### src/rtl/renderer_pkg.sv
// Shared constants and helpers for the layer compositor.
// Latency: none (declarations only).
// Backpressure: none (declarations only).
package renderer_pkg;

    // Game status encodings
    localparam logic [1:0] LOAD      = 2'b00;
    localparam logic [1:0] ACTIVATE  = 2'b01;
    localparam logic [1:0] PAUSE     = 2'b10;
    localparam logic [1:0] TERMINATE = 2'b11;

    // Pixels of this colour are see-through
    localparam logic [11:0] KEY_COLOR  = 12'hFFF;
    // Colour shown above and below the background band: B=F, G=8, R=0
    localparam logic [11:0] FILL_COLOR = 12'hF80;

    // Pixel format is {B[11:8], G[7:4], R[3:0]}
    function automatic logic [3:0] chan_r(input logic [11:0] c);
        return c[3:0];
    endfunction

    function automatic logic [3:0] chan_g(input logic [11:0] c);
        return c[7:4];
    endfunction

    function automatic logic [3:0] chan_b(input logic [11:0] c);
        return c[11:8];
    endfunction

endpackage

### src/rtl/sprite_hit.sv
// Per-layer sprite hit test and sprite ROM address generator.
// Latency: 1 clk from pixel coordinate to registered hit and address.
// Backpressure: none, one pixel accepted every clk.
module sprite_hit
    import renderer_pkg::*;
#(
    parameter int SPR_AW = 15
) (
    input  logic              clk,
    input  logic              clr,
    input  logic              en_i,
    input  logic [9:0]        x_i,
    input  logic [9:0]        y_i,
    input  logic [9:0]        w_i,
    input  logic [9:0]        h_i,
    input  logic [9:0]        px_i,
    input  logic [9:0]        py_i,
    output logic              hit_o,
    output logic [SPR_AW-1:0] addr_o
);

    logic [10:0]       x_end;
    logic [10:0]       y_end;
    logic              in_x;
    logic              in_y;
    logic              hit_d;
    logic              hit_q;
    logic [9:0]        dx;
    logic [9:0]        dy;
    logic [SPR_AW-1:0] lin_addr;
    logic [SPR_AW-1:0] addr_d;
    logic [SPR_AW-1:0] addr_q;

    // Right/bottom edges kept at 11 bits so a clipped sprite never wraps to column/row 0
    assign x_end = {1'b0, x_i} + {1'b0, w_i};
    assign y_end = {1'b0, y_i} + {1'b0, h_i};
    assign in_x  = ({1'b0, px_i} >= {1'b0, x_i}) && ({1'b0, px_i} < x_end);
    assign in_y  = ({1'b0, py_i} >= {1'b0, y_i}) && ({1'b0, py_i} < y_end);
    // A zero width or height makes the interval empty, which disables the layer
    assign hit_d = en_i && in_x && in_y;

    // Row-major offset inside the sprite image; only the low SPR_AW bits matter
    assign dx       = px_i - x_i;
    assign dy       = py_i - y_i;
    assign lin_addr = SPR_AW'(dy) * SPR_AW'(w_i) + SPR_AW'(dx);
    assign addr_d   = hit_d ? lin_addr : '0;

    // Register the hit flag and address for the ROM
    always_ff @(posedge clk) begin
        if (clr) begin
            hit_q  <= 1'b0;
            addr_q <= '0;
        end else begin
            hit_q  <= hit_d;
            addr_q <= addr_d;
        end
    end

    assign hit_o  = hit_q;
    assign addr_o = addr_q;

endmodule

### src/rtl/layer_compositor.sv
// Composites a scrolling background band with NUM_SPR colour-keyed sprite layers.
// Latency: 3 clk from pixel_x/pixel_y/syncs to red/green/blue/hsync/vsync.
// Backpressure: none, free-running at the pixel clock.
module layer_compositor
    import renderer_pkg::*;
#(
    parameter int          NUM_SPR = 4,
    parameter int          H_ACT   = 640,
    parameter int          V_ACT   = 480,
    parameter int          BG_TOP  = 60,
    parameter int          BG_H    = 360,
    parameter int          BG_AW   = 18,
    parameter int          SPR_AW  = 15,
    parameter logic [11:0] KEY     = KEY_COLOR,
    parameter logic [11:0] FILL    = FILL_COLOR
) (
    input  logic                      clk,
    input  logic                      clr,
    input  logic [1:0]                status,
    input  logic [3:0]                scroll_step,
    input  logic                      hsync_in,
    input  logic                      vsync_in,
    input  logic                      video_on,
    input  logic [9:0]                pixel_x,
    input  logic [9:0]                pixel_y,
    input  logic [NUM_SPR*10-1:0]     spr_x,
    input  logic [NUM_SPR*10-1:0]     spr_y,
    input  logic [NUM_SPR*10-1:0]     spr_w,
    input  logic [NUM_SPR*10-1:0]     spr_h,
    input  logic [NUM_SPR-1:0]        spr_en,
    output logic [BG_AW-1:0]          bg_addr,
    input  logic [11:0]               bg_data,
    output logic [NUM_SPR*SPR_AW-1:0] spr_addr,
    input  logic [NUM_SPR*12-1:0]     spr_data,
    output logic                      hsync,
    output logic                      vsync,
    output logic [3:0]                red,
    output logic [3:0]                green,
    output logic [3:0]                blue
);

    // ---------------- frame boundary, shadow geometry, scroll ----------------
    logic                  at_boundary;
    logic                  boundary_seen_q;
    logic                  frame_tick;
    logic [NUM_SPR*10-1:0] sh_x_q, sh_y_q, sh_w_q, sh_h_q;
    logic [NUM_SPR-1:0]    sh_en_q;
    logic [9:0]            bg_scroll_q;
    logic [9:0]            bg_scroll_d;
    logic [9:0]            scroll_sum;

    assign at_boundary = (pixel_y == 10'(V_ACT)) && (pixel_x == 10'd0);
    // Only the first clk at the boundary position counts, even if the counters stall there
    assign frame_tick  = at_boundary && !boundary_seen_q;
    assign scroll_sum  = bg_scroll_q + 10'(scroll_step);

    // Next scroll offset chosen by game status
    always_comb begin
        bg_scroll_d = bg_scroll_q;
        case (status)
            LOAD:            bg_scroll_d = '0;
            ACTIVATE:        bg_scroll_d = (scroll_sum >= 10'(BG_H)) ? scroll_sum - 10'(BG_H) : scroll_sum;
            PAUSE, TERMINATE: bg_scroll_d = bg_scroll_q;
        endcase
    end

    // Sprite geometry and scroll only change at the frame boundary so a frame never tears
    always_ff @(posedge clk) begin
        if (clr) begin
            boundary_seen_q <= 1'b0;
            sh_x_q          <= '0;
            sh_y_q          <= '0;
            sh_w_q          <= '0;
            sh_h_q          <= '0;
            sh_en_q         <= '0;
            bg_scroll_q     <= '0;
        end else begin
            boundary_seen_q <= at_boundary;
            if (frame_tick) begin
                sh_x_q      <= spr_x;
                sh_y_q      <= spr_y;
                sh_w_q      <= spr_w;
                sh_h_q      <= spr_h;
                sh_en_q     <= spr_en;
                bg_scroll_q <= bg_scroll_d;
            end
        end
    end

    // ---------------- S1: hit test and address calculation ----------------
    logic             in_band;
    logic [9:0]       row_raw;
    logic [9:0]       row;
    logic [BG_AW-1:0] bg_addr_d;
    logic [NUM_SPR-1:0] hit1;

    assign in_band   = (pixel_y >= 10'(BG_TOP)) && (pixel_y < 10'(BG_TOP + BG_H));
    // Offset within the band plus scroll is below 2*BG_H, so one subtraction wraps it
    assign row_raw   = pixel_y - 10'(BG_TOP) + bg_scroll_q;
    assign row       = (row_raw >= 10'(BG_H)) ? row_raw - 10'(BG_H) : row_raw;
    assign bg_addr_d = in_band ? (BG_AW'(row) * BG_AW'(H_ACT) + BG_AW'(pixel_x)) : '0;

    for (genvar i = 0; i < NUM_SPR; i++) begin : g_spr
        sprite_hit #(
            .SPR_AW (SPR_AW)
        ) u_hit (
            .clk    (clk),
            .clr    (clr),
            .en_i   (sh_en_q[i]),
            .x_i    (sh_x_q[10*i +: 10]),
            .y_i    (sh_y_q[10*i +: 10]),
            .w_i    (sh_w_q[10*i +: 10]),
            .h_i    (sh_h_q[10*i +: 10]),
            .px_i   (pixel_x),
            .py_i   (pixel_y),
            .hit_o  (hit1[i]),
            .addr_o (spr_addr[SPR_AW*i +: SPR_AW])
        );
    end

    // ---------------- S1/S2 pipeline registers ----------------
    logic             vld1_q, von1_q, band1_q, hs1_q, vs1_q;
    logic [BG_AW-1:0] bg_addr_q;
    logic             vld2_q, von2_q, band2_q, hs2_q, vs2_q;
    logic [NUM_SPR-1:0] hit2_q;

    // S1 registers the addresses; S2 delays flags to line up with the ROM data
    always_ff @(posedge clk) begin
        if (clr) begin
            vld1_q    <= 1'b0;
            von1_q    <= 1'b0;
            band1_q   <= 1'b0;
            hs1_q     <= 1'b1;
            vs1_q     <= 1'b1;
            bg_addr_q <= '0;
            vld2_q    <= 1'b0;
            von2_q    <= 1'b0;
            band2_q   <= 1'b0;
            hs2_q     <= 1'b1;
            vs2_q     <= 1'b1;
            hit2_q    <= '0;
        end else begin
            vld1_q    <= 1'b1;
            von1_q    <= video_on;
            band1_q   <= in_band;
            hs1_q     <= hsync_in;
            vs1_q     <= vsync_in;
            bg_addr_q <= bg_addr_d;
            vld2_q    <= vld1_q;
            von2_q    <= von1_q;
            band2_q   <= band1_q;
            hs2_q     <= hs1_q;
            vs2_q     <= vs1_q;
            hit2_q    <= hit1;
        end
    end

    assign bg_addr = bg_addr_q;

    // ---------------- S3: priority mux ----------------
    logic [11:0] pix_d;

    // Later (higher-index) layers override earlier ones; keyed pixels fall through
    always_comb begin
        pix_d = band2_q ? bg_data : FILL;
        for (int i = 0; i < NUM_SPR; i++) begin
            if (hit2_q[i] && (spr_data[12*i +: 12] != KEY)) begin
                pix_d = spr_data[12*i +: 12];
            end
        end
        if (!von2_q) begin
            pix_d = '0;
        end
    end

    logic [3:0] red_q, green_q, blue_q;
    logic       hs_q, vs_q;

    // Output register; black with inactive syncs until the pipeline has refilled
    always_ff @(posedge clk) begin
        if (clr || !vld2_q) begin
            red_q   <= '0;
            green_q <= '0;
            blue_q  <= '0;
            hs_q    <= 1'b1;
            vs_q    <= 1'b1;
        end else begin
            red_q   <= chan_r(pix_d);
            green_q <= chan_g(pix_d);
            blue_q  <= chan_b(pix_d);
            hs_q    <= hs2_q;
            vs_q    <= vs2_q;
        end
    end

    assign red   = red_q;
    assign green = green_q;
    assign blue  = blue_q;
    assign hsync = hs_q;
    assign vsync = vs_q;

endmodule
### config.mk
export PLATFORM = sky130hd
export DESIGN_NAME = layer_compositor
export DESIGN_NICKNAME = d
export VERILOG_FILES = /design/src/rtl/renderer_pkg.sv /design/src/rtl/sprite_hit.sv /design/src/rtl/layer_compositor.sv
export SDC_FILE = /design/constraint.sdc
export NUM_CORES = 2
export LEC_CHECK = 0
export ABC_CLOCK_PERIOD_IN_PS = 9500
export BUFFER_PORTS_ARGS = -buffer_cell sky130_fd_sc_hd__buf_2
export CAP_MARGIN = 20
export CORE_MARGIN = 3
export CORE_UTILIZATION = 25
export CTS_CLUSTER_SIZE = 10
export DETAILED_ROUTE_END_ITERATION = 8
export HOLD_SLACK_MARGIN = 0.12
export SLEW_MARGIN = 20
export SYNTH_ARGS = -nofsm -noshare
export SYNTH_HDL_FRONTEND = slang
export SYNTH_HIERARCHICAL = 1
export SYNTH_SLANG_ARGS = --single-unit
### constraint.sdc
create_clock -name clk -period 9.5 [get_ports clk]
set_clock_uncertainty 0.15 [all_clocks]
set_input_delay 0.95 -clock clk [delete_from_list [all_inputs] [get_ports clk]]
set_output_delay 0.95 -clock clk [all_outputs]
set_load 0.03 [all_outputs]
# Yosys cells after proc, flatten, opt, wreduce, memory -nomap -nowiden
# Index checks and enable logic that the tools add are counted.
dict set report totals {
  ff_bits 285
  wordCells 143
  inputBits 255
}
dict set report op_classes {
  add_sub_neg 26
  multipliers 5
  n_bitwise 7
  n_mux 9
  n_lt_le_gt_ge 20
  eq_ne 8
  reduce_logical 36
}
# op n
set ops {}
lappend ops {{$add A10 B10 Y11} 8}
lappend ops {{$lt A10 B11 Y1} 8}
lappend ops {{$ge A10 B10 Y1} 8}
lappend ops {{$sub A10 B10 Y10} 8}
lappend ops {{$add A15 B10 Y15} 4}
lappend ops {{$mul A10 B10 Y15} 4}
lappend ops {{$mux W12} 5}
lappend ops {{$ne A12 B12 Y1 const B} 4}
lappend ops {{$logic_and A1 B1 Y1} 23}
lappend ops {{$ge A10 B9 Y1 const B} 2}
lappend ops {{$mux W10} 2}
lappend ops {{$pmux W10 S2} 1}
lappend ops {{$sub A10 B9 Y10 const B} 2}
lappend ops {{$add A18 B10 Y18} 1}
lappend ops {{$reduce_or A2 Y1} 7}
lappend ops {{$mul A10 B3 Y11 const B} 1}
lappend ops {{$add A10 B10 Y10} 1}
lappend ops {{$add A10 B4 Y10} 1}
lappend ops {{$eq A10 B9 Y1 const B} 1}
lappend ops {{$ge A10 B6 Y1 const B} 1}
lappend ops {{$logic_not A10 Y1} 1}
lappend ops {{$lt A10 B9 Y1 const B} 1}
lappend ops {{$sub A10 B6 Y10 const B} 1}
lappend ops {{$not A1 Y1} 7}
lappend ops {{7 further kinds} 9}

# Depth between registers and ports, before layout
dict set report depth {
  depth_word 7
  mapped_depth 28
}

# Cells and area by module
# Netlist, hierarchy kept.
# module n_inst seq_area_each_um2 area_per_inst_um2 cells_each
set modules_own_cells {}
lappend modules_own_cells {layer_compositor 1 4424.2 9481.6 1193}
lappend modules_own_cells {{sprite_hit at g_spr[0].u_hit} 1 320.3 5641.7 683}
lappend modules_own_cells {{sprite_hit at g_spr[2].u_hit} 1 320.3 5445.2 630}
lappend modules_own_cells {{sprite_hit at g_spr[3].u_hit} 1 320.3 5420.2 657}
lappend modules_own_cells {{sprite_hit at g_spr[1].u_hit} 1 320.3 5416.4 643}

# Worst setup path before layout
# OpenSTA, ideal clock, no wires.
dict set report synth_timing {
  path_kind {input to register}
  startpoint {input port pixel_y[0]}
  endpoint {register g_spr[3].u_hit.addr_q[14]}
  cell_stages 25
  arrival_time_ns 7.135
  t_required_ns 9.235
  n_path_buf 0
  path_slack_ns 2.100
  path_cell_list {inv_1 > ha_1 > fa_1 > nand2b_1 > a21oi_2 > o21ai_0 > and2b_1 > xnor2_1 > nand2_1 > fa_1 > inv_1 > fa_1 > inv_1 > fa_1 > fa_1 > fa_1 > inv_1 > ha_1 > or3_1 > o211a_1 > o21a_1 > o21a_1 > o41ai_1 > xor3_1 > and2_1}
}
dict set report synth_between {
  elab_chain_len 5
  word_cells_on_any_way 9
  classes_between {add/sub (2); mul (1); order compare (2); bitwise (1); reduce/logical (3)}
}
# item line_no
set synth_lines {}
lappend synth_lines {{start, declared} layer_compositor.sv:25} ;# input logic [9:0] pixel_y,
lappend synth_lines {{parallel branches: the longest is 5 deep, another holds $mul A10 B10 Y15} n/a}
lappend synth_lines {{end signal, assigned} sprite_hit.sv:55} ;# addr_q <= addr_d;
lappend synth_lines {{end, declared} sprite_hit.sv:32} ;# logic [SPR_AW-1:0] addr_q;
# Parallel ways; which one is timed is not known.
# A chain may end at the register's enable or synchronous reset.

# Final worst setup path
# Ends and elaborated chain as after synthesis.

==> impl_metrics.sql <==
INSERT INTO impl_metrics (metric_group, metric, value, unit) VALUES
('power_and_ir_drop', 'power_density', '97.99', 'mW/mm^2'),
('job', 'maxCapViolations', '0', ''),
('worst_hold_path', 'min_path_type', 'flop to flop', ''),
('sta', 'tightest_slew', '1.089', 'ns'),
('drt', 'drt_first_iter_violations', '1316', ''),
('logic_synthesis', 'synth_top_flop_cell', 'dfxtp_1', ''),
('run_status', 'run_status', 'finished clean', ''),
('logic_synthesis', 'yosys-top-cells-area', 'dfxtp_1 18%, fa_1 18%, ha_1 17%', ''),
('sta', 'finalCriticalPeriod', '7.749', 'ns'),
('sta', 'slew_violations', '0', ''),
('drt', 'vias', '26898', ''),
('place', 'port_buffers', '346', ''),
('logic_synthesis', 'synthesized_netlist_net_count', '4758', ''),
('final_layout', 'finish.net_count', '5067', ''),
('logic_synthesis', 'syn-mean-instance-area', '8.251', 'um^2'),
('power_and_ir_drop', 'power.ir.vdd_worst', '0.0001436', 'V'),
('global_routing', 'first_global_vias', '26906', ''),
('global_routing', 'grt_first_pass_wirelength', '157.0', 'mm'),
('logic_synthesis', 'yosysUniqueCellTypes', '99', ''),
('drt', 'antenna_violating_nets_left', '0', ''),
('sta', 'timing.slew.headroom', '26.89', '%'),
('logic_synthesis', 'ys_seq_area_share', '18.17', '%'),
('die', 'placeableCoreArea', '0.1243', 'mm^2'),
('logic_synthesis', 'postSynth.asyncResetShare', '0', '%'),
('place', 'place_inst', '5708', ''),
('global_routing', 'pin_count_of_the_biggest_net_entering_global_routing', '75', ''),
('clock_tree', 'cts_tree', 'built', ''),
('power_and_ir_drop', 'leakage', '16.58', 'nW'),
('logic_synthesis', 'post_synth_instance_area', '0.03141', 'mm^2'),
('final_layout', 'multi_input_gate_area_in_the_final_layout', '0.02318', 'mm^2'),
('global_routing', 'gr-usage-all-layers', '15.55', '%'),
('worst_setup_path', 'worst_setup_path_start_kind', 'input port', ''),
('global_routing', 'antenna_found_initial', '9', ''),
('worst_setup_path', 'cp-end-kind', 'flop', ''),
('global_routing', 'grt.busiest_layer', 'met2', ''),
('drt', 'detail_route.wl_per_cell', '17.79', 'um'),
('clock_tree', 'clock_sink_count', '285', ''),
('clock_tree', 'numCtsBuffers', '42', ''),
('logic_synthesis', 'area_share_of_the_leading_cell_type_in_the_synthesized_netlist', '18.17', '%'),
('sta', 'final.setup.tns', '0', 'ns'),
('sta', 'fmax', '129.0', 'MHz'),
('final_layout', 'mostFrequentLayoutCell', 'inv_1', ''),
('worst_setup_path', 'timing.critical_path.slowest_cell_delay', '0.54', 'ns'),
('clock_tree', 'post-cts-setup-buffers', '0', ''),
('die', 'top_level_ports', '347', ''),
('global_routing', 'met3_track_demand_over_resource', '3.044', '%'),
('drt', 'total_iterations_of_the_first_detailed_routing_run', '5', ''),
('logic_synthesis', 'number_of_enable_type_register_cells_in_the_synthesized_netlist', '0', ''),
('sta', 'finalHoldViolations', '0', ''),
('worst_setup_path', 'cp.required', '9.86', 'ns'),
('die', 'core.rowCount', '129', ''),
('logic_synthesis', 'yosysTopAreaCell', 'dfxtp_1', ''),
('worst_setup_path', 'setup_cp_type', 'input port to flop', ''),
('die', 'fp.dieH', '360.4', 'um'),
('clock_tree', 'clock_latency_on_the_worst_skew_pair', '0.61', 'ns'),
('clock_tree', 'h-tree-depth', '2', ''),
('final_layout', 'synthToLayoutAreaGrowth', '15.96', '%'),
('worst_setup_path', 'crit_path_max_fanout', '8', ''),
('die', 'initial_utilization', '25.27', '%'),
('drt', 'detail_route.wirelength', '102.8', 'mm'),
('logic_synthesis', 'synth_cells', '3806', ''),
('global_routing', 'grt.met2_usage', '24.72', '%'),
('clock_tree', 'worst_setup_hold_path_clk_slew', '0.06', 'ns'),
('clock_tree', 'cts_root_buf', 'clkbuf_16', ''),
('final_layout', 'final.fill_count', '13304', ''),
('place', 'gpl.final_weighted_congestion', '0.9908', ''),
('final_layout', 'register_area', '0.005705', 'mm^2'),
('global_routing', 'use_met1', '21.28', '%'),
('global_routing', 'grt_remaining_overflow', '0', ''),
('logic_synthesis', 'synth.yosys.warnings', '6', ''),
('final_layout', 'layout_common_cells', '564 x inv_1, 556 x nand2_1, 421 x ha_1, 345 x buf_2, 311 x a21oi_1', '');
Yosys cell counts (5+ instances only):
cell type  number
a211oi_1       25
a21boi_0       10
a21o_1         40
a21oi_1       311
a21oi_2         6
a221oi_1        8
a311oi_1       14
a31oi_1        14
and2_1        137
and3_1         16
buf_1           7
buf_4           6
clkbuf_1       92
dfxtp_1       285
fa_1          276
ha_1          421
inv_1         564
mux2i_1         7
nand2_1       556
nand2b_1       64
nand3_1        39
nand3b_1        7
nand4_1        31
nor2_1        180
nor2b_1        93
nor3_1         49
nor4_1         13
o2111ai_1       5
o211ai_1        5
o21a_1         34
o21ai_0        93
o21ai_1        16
o21bai_1       33
o22ai_1        11
o311a_1         5
o31a_1          8
o31ai_1         9
o41ai_1         6
or2_2          14
or3_1          14
xnor2_1       117
xnor3_1         6
xor2_1         59
final timing paths:
check	startpoint	to	slack, ns	cells after the start
worst max-delay path	pixel_y[0]	g_spr[3].u_hit/addr_o[14]	1.75	26
worst min-delay path	vs1_q	vs2_q	0.26	1
worst max register to register	sh_y_q[30]	g_spr[3].u_hit/addr_o[14]	2.09	24
worst min register to register	vs1_q	vs2_q	0.26	1
registers in the layout (all words and copies together) (netlist names), 4 cells and up:
| signal | flops |
|---|---|
| sh_en_q | 4 |
| sh_x_q | 40 |
| blue | 4 |
| sh_h_q | 40 |
| g_spr.u_hit/addr_o | 60 |
| green | 4 |
| hit2_q | 4 |
| sh_y_q | 40 |
| bg_addr | 18 |
| bg_scroll_q | 10 |
| red | 4 |
| sh_w_q | 40 |
| g_spr.u_hit/hit_o | 4 |
power by group:
group / internal (W) / switching (W) / leakage, nW
registers: 0.00121 / 0.00000491 / 2.30
clock network: 0.000983 / 0.000654 / 0.670
logic: 0.000277 / 0.000440 / 13.6
total: 0.00247 / 0.00110 / 16.6
critical path, delay by kind of cell:
family | cells | cell delay [ns]
xor+xnor | 2 | 0.97
simple gates | 5 | 1.07
buf+inv | 5 | 0.54
compound gates | 6 | 1.21
fa+ha+maj | 8 | 3.35
cell families (layout without fill, tap and decap cells):
logic type	after synthesis	count (layout)	synth area share (%)
xor gates and xnor gates	193	193	6.040
buffers and inverters	675	1010	8.159
muxes	8	8	0.2590
AOI/OAI and AO/OA	693	693	13.86
other	0	3	0
DFF	285	285	18.17
adders and majority gates	697	697	34.37
and+or+nand+nor	1255	1255	19.14
stage by stage:
step	total power (W)	hold WS [ns]	setup WS [ns]	area (um^2)	util, %
6_report	0.003568	0.2600	1.751	36420	29.30
5_1_grt	0.003761	0.2670	1.376	36410	29.30
4_1_cts	0.003640	0.2622	1.791	36390	29.28
3_5_place_dp	0.001953	0.2543	1.094	34990	28.15
3_3_place_gp	0.001945	0.2450	1.240	34990	28.15
2_1_floorplan	0.001703	0.2363	2.100	31410	-
per-layer routing:
metal | wire [um] | vias up | share of wire [%]
li1 | - | 13085 | -
met2 | 44870 | 707 | 44
met3 | 6534 | 133 | 6.4
met5 | 64 | - | 0.062
met1 | 48440 | 12963 | 47
met4 | 2919 | 10 | 2.8
layout make-up:
type | count | share of cell area [%]
Clock buffer | 50 | 3.109
Timing Repair Buffer | 375 | 5.370
Antenna cell | 3 | 0.02061
Sequential cell | 285 | 15.67
Multi-Input combinational cell | 2846 | 63.65
Clock inverter | 20 | 0.7318
Inverter | 565 | 5.824
Tap cell | 1637 | 5.624
No activity file was read; power rests on OpenSTA's default activity.
